==> src/rtl/pill_feeder.sv <==
// Pill feeder sequencer: emits pill-drop pulses at a programmable period,
// pauses for a settle window while bottles are swapped, waits for permission
// to continue, and stops once every bottle is full. Pills emitted since the
// last idle period are counted in two BCD digits.
module pill_feeder #(
  parameter int unsigned SETTLE = 4
) (
  input  logic       CLK,
  input  logic       RST_n,
  input  logic       EN_work,
  input  logic       conti,
  input  logic       bot_full,
  input  logic       allFull,
  input  logic [3:0] rate,
  output logic       pill,
  output logic       feeding,
  output logic       swap,
  output logic       done,
  output logic [3:0] fed_H,
  output logic [3:0] fed_L
);

  typedef enum logic [2:0] {
    IDLE = 3'd0,
    FEED = 3'd1,
    SWAP = 3'd2,
    HOLD = 3'd3,
    DONE = 3'd4
  } state_t;

  localparam logic [3:0] SETTLE_LAST = 4'(SETTLE - 1);

  state_t     state, state_nxt;
  logic [3:0] gap, gap_nxt;
  logic [3:0] settle, settle_nxt;
  logic       pill_nxt;
  logic [3:0] fed_H_nxt, fed_L_nxt;
  logic [3:0] gap_last;
  logic [3:0] inc_H, inc_L;

  // Gap count at which the next pill is due: R-1, with rate 0 behaving as 1.
  always_comb begin
    gap_last = (rate == '0) ? '0 : rate - 4'd1;
  end

  // Two-digit BCD successor of the pill count, wrapping 99 to 00.
  always_comb begin
    inc_H = fed_H;
    inc_L = fed_L + 4'd1;
    if (fed_L >= 4'd9) begin
      inc_L = '0;
      inc_H = (fed_H >= 4'd9) ? '0 : fed_H + 4'd1;
    end
  end

  // Next-state, gap/settle counters, pill strobe and count update.
  always_comb begin
    state_nxt  = state;
    gap_nxt    = gap;
    settle_nxt = settle;
    pill_nxt   = 1'b0;
    fed_H_nxt  = fed_H;
    fed_L_nxt  = fed_L;

    if (!EN_work) begin
      state_nxt  = IDLE;
      gap_nxt    = '0;
      settle_nxt = '0;
      fed_H_nxt  = '0;
      fed_L_nxt  = '0;
    end else begin
      unique case (state)
        IDLE: begin
          state_nxt  = FEED;
          gap_nxt    = '0;
          settle_nxt = '0;
          fed_H_nxt  = '0;
          fed_L_nxt  = '0;
        end
        FEED: begin
          if (allFull) begin
            state_nxt = DONE;
            gap_nxt   = '0;
          end else if (bot_full) begin
            state_nxt  = SWAP;
            gap_nxt    = '0;
            settle_nxt = '0;
          end else if (gap >= gap_last) begin
            // Comparing with >= lets a shortened rate fire immediately.
            pill_nxt  = 1'b1;
            gap_nxt   = '0;
            fed_H_nxt = inc_H;
            fed_L_nxt = inc_L;
          end else begin
            gap_nxt = gap + 4'd1;
          end
        end
        SWAP: begin
          if (allFull) begin
            state_nxt = DONE;
          end else if (settle == SETTLE_LAST) begin
            state_nxt  = conti ? FEED : HOLD;
            gap_nxt    = '0;
            settle_nxt = '0;
          end else begin
            settle_nxt = settle + 4'd1;
          end
        end
        HOLD: begin
          if (allFull) begin
            state_nxt = DONE;
          end else if (conti && !bot_full) begin
            state_nxt = FEED;
            gap_nxt   = '0;
          end
        end
        DONE: begin
          state_nxt = DONE;
        end
        default: begin
          state_nxt = IDLE;
        end
      endcase
    end
  end

  // State and datapath registers with asynchronous clear.
  always_ff @(posedge CLK or negedge RST_n) begin
    if (!RST_n) begin
      state  <= IDLE;
      gap    <= '0;
      settle <= '0;
      pill   <= 1'b0;
      fed_H  <= '0;
      fed_L  <= '0;
    end else begin
      state  <= state_nxt;
      gap    <= gap_nxt;
      settle <= settle_nxt;
      pill   <= pill_nxt;
      fed_H  <= fed_H_nxt;
      fed_L  <= fed_L_nxt;
    end
  end

  // Status flags decoded from the registered state.
  always_comb begin
    feeding = (state == FEED);
    swap    = (state == SWAP) || (state == HOLD);
    done    = (state == DONE);
  end

endmodule

==> config.mk <==
export PLATFORM = sky130hd
export DESIGN_NAME = pill_feeder
export DESIGN_NICKNAME = d
export VERILOG_FILES = /design/src/rtl/pill_feeder.sv
export SDC_FILE = /design/constraint.sdc
export NUM_CORES = 1
export LEC_CHECK = 0
export BUFFER_PORTS_ARGS = -buffer_cell sky130_fd_sc_hd__buf_2
export CAP_MARGIN = 20
export CORE_MARGIN = 1
export CORE_UTILIZATION = 50
export DETAILED_ROUTE_END_ITERATION = 10
export PLACE_DENSITY = 0.79
export SLEW_MARGIN = 30
export SYNTH_ARGS = -nofsm -noshare
export SYNTH_HDL_FRONTEND = slang
export SYNTH_SLANG_ARGS = --single-unit
==> constraint.sdc <==
create_clock -name CLK -period 1.8 [get_ports CLK]
set_clock_uncertainty 0.15 [all_clocks]
set_input_delay 0.54 -clock CLK [delete_from_list [all_inputs] [get_ports CLK]]
set_output_delay 0.54 -clock CLK [all_outputs]
set_load 0.02 [all_outputs]
==> flow_metrics.env <==
export IMPL_synthTopCellsByArea="dfrtp_1 (37%), ha_1 (11%), o21ai_0 (5.1%), nor3b_1 (3.8%), nand2_1 (3.6%)"
export IMPL_drive_above_1_share_pct=46.4
export IMPL_num_rows=18
export IMPL_grt_overflow_total=0
export IMPL_setup_viol=17
export IMPL_multiInputGateArea_um2=961
export IMPL_synth_cell_types=37
export IMPL_syn_inst=155
export IMPL_die_h_um=54.3
export IMPL_routed_via_density=5.74
export IMPL_power_leakage_nw=1.00
export IMPL_startpoint_type="input pin"
export IMPL_drv_slew=0
export IMPL_syn_num_nets=177
export IMPL_die_w_um=54.3
export IMPL_synth_edf_count=0
export IMPL_critPathKind="in -> reg"
export IMPL_ys_ff_latch=20
export IMPL_dieArea_um2=2950
export IMPL_antenna_left=0
export IMPL_finalHoldViolCount=0
export IMPL_fmax_mhz=452
export IMPL_crit_fanout=5
export IMPL_routedWlPerCell_um=15.6
export IMPL_ys_warn_count=0
export IMPL_layout_nets=243
export IMPL_cp_required_ps=1910
export IMPL_clock_path_buffers=2
export IMPL_num_vias=1434
export IMPL_insertion_delay_ps=320
export IMPL_ioPinCount=22
export IMPL_fill_cells=152
export IMPL_grt_pass1_vias=1498
export IMPL_netlist_area_um2=1370
export IMPL_hpwl_mm=2.50
export IMPL_drt_iter0_drc=22
export IMPL_start_util_pct=54.2
export IMPL_preCtsSetupSlack_ps=-748
export IMPL_first_pass_iters=4
export IMPL_synth_ff_type="dfrtp_1"
export IMPL_yosysTopAreaCell="dfrtp_1"
export IMPL_violations="setup timing"
export IMPL_area_growth_pct=52.6
export IMPL_grt_usage_pct=29.0
export IMPL_coreArea_um2=2520
export IMPL_period_minus_slack_ps=2210
export IMPL_io_buffers=21
export IMPL_finalCritPeriodShare_pct=123
export IMPL_route_detailed_drc=0
export IMPL_relSlewSlack_pct=58.9
export IMPL_htreeDepth=1
export IMPL_synth_top_area_share_pct=36.6
export IMPL_hold_buffers=0
export IMPL_place_congestion=0.809
export IMPL_antenna_found_initial=0
export IMPL_drv_cap=0
export IMPL_syn_area_per_cell_um2=8.81
export IMPL_rsz0062_at_grt="true"
export IMPL_yosysSeqAreaShare_pct=36.6
export IMPL_diodes=0
export IMPL_drt_wl_total_mm=3.91
export IMPL_synth_commonest_cells="dfrtp_1 (20), o21ai_0 (14), nand2_1 (13)"
export IMPL_cts_tree="yes"
export IMPL_postPlaceCellArea_um2=1740
export IMPL_seq_area_um2=503
export IMPL_arrival_ps=2320
export IMPL_critPathCaptureType="flip-flop"
export IMPL_cellPowerDensity_nw_per_um2=570
export IMPL_grt_pass1_wl_mm=6.05
export IMPL_status="complete, but fails checks"
export IMPL_grt_max_degree=21
export IMPL_cts_buffers=3
export IMPL_ir_worst_vdd_mv=0.527
export IMPL_design_area_um2=2080
export IMPL_clk_pin_slew_ps=130
export IMPL_post_synth_top_count_cell="dfrtp_1"
export IMPL_root_buffer="clkbuf_4"
export IMPL_min_path_type="in -> async"
export IMPL_synthArstFlopShare_pct=100
export IMPL_clock_sinks=20
export IMPL_worstMarginPinSlew_ps=615
export IMPL_layout_setup_ws_ps=-414
-- timing repair --
action                     in CTS  in global routing
gates resized for setup        26                 24
buffers inserted               11                  5
setup endpoints to repair      19                 20
pin swaps                      11                 15
cloned                          0                  0
-- final cells by class --
| type | count | share of cell area (%) |
|---|---|---|
| Multi-Input combinational cell | 120 | 46.1 |
| Sequential cell | 20 | 24.1 |
| Timing Repair Buffer | 64 | 23.3 |
| Inverter | 12 | 2.16 |
| Tap cell | 30 | 1.80 |
| Clock inverter | 1 | 1.44 |
| Clock buffer | 3 | 1.08 |
-- flip-flops by register name (all words and copies together) (netlist names) --
register / count
pill: 1
fed_H: 4
fed_L: 4
state: 3
gap: 4
settle: 4
-- worst max-delay path, cell delays in order --
cell and delay (ps):
buf_6 90, or2_4 250, nor3b_2 190, a21oi_2 50
ha_1 270, o211ai_1 130, o21a_1 270, a21o_1 250
nand2b_4 160, o21ai_2 120
-- layer usage --
| layer | vias up | GRT usage [%] | wire, µm |
|---|---|---|---|
| met5 | - | 0 | 0 |
| met4 | 0 | 20.1 | 182 |
| met3 | 21 | 3.89 | 136 |
| met2 | 51 | 52.6 | 2050 |
| met1 | 674 | 30.4 | 1540 |
| li1 | 688 | - | - |
-- cells in the final DEF, fill, tap and decap left out, types with 2 or more instances in the layout --
cell	Yosys	final
o21ai_2	0	6
o211ai_1	2	2
a21oi_2	0	3
nand3_1	9	9
nor2_4	0	2
clkbuf_4	0	3
nand2_1	13	12
ha_1	12	11
a21oi_1	5	2
o21ai_1	5	7
nand2b_4	0	2
a21boi_1	2	2
buf_6	1	12
dfrtp_2	0	2
a21o_1	3	3
or3_1	2	2
inv_1	12	11
buf_2	2	16
nor3b_2	0	5
nor2_1	9	6
nor3_4	1	2
and2_4	0	2
o21ai_0	14	6
nand2b_1	4	2
dfrtp_1	20	18
buf_4	0	36
nor3_1	5	4
o21a_1	2	2
nor2b_1	5	4
o31ai_1	3	2
-- report_power, final --
group	total, mW	internal (mW)	switching, mW
Combinational	0.338	0.166	0.173
Sequential	0.473	0.461	0.0124
Clock	0.376	0.226	0.150
Total	1.19	0.852	0.335
-- cells by family after synthesis --
| kind of cell | after synthesis | share of synthesized area, % |
|---|---|---|
| compound gates | 43 | 19.6 |
| fa+ha+maj | 12 | 11.0 |
| buf+inv | 15 | 4.85 |
| flops | 20 | 36.6 |
| mux | 1 | 0.733 |
| simple gates | 64 | 27.2 |
-- through the flow --
stage	instances	hold WS [ps]	power (mW)	TNS, ps	util [%]
after floorplan	155	94.4	0.617	-4910	-
after global placement	233	365	0.711	-7390	69.1
after detailed placement	233	366	0.726	-8260	69.1
after CTS	248	5.24	1.17	-3450	78.7
after global routing	250	22.0	1.24	-6060	82.6
final	250	3.84	1.19	-4620	82.6
-- path summary, 6_finish.rpt --
kind	from	endpoint	slack (ps)	cells after the start
min in group CLK	allFull	state[1]	370	2
max	rate[1]	fed_L[0]	-410	10
min reg2reg	fed_H[2]	fed_H[2]	400	1
min	RST_n	fed_L[2]	4	1
max in group asynchronous	RST_n	state[1]	1160	1
max reg2reg	fed_H[1]	fed_H[2]	-190	7
Note: power is estimated with default switching activity, not from simulation.
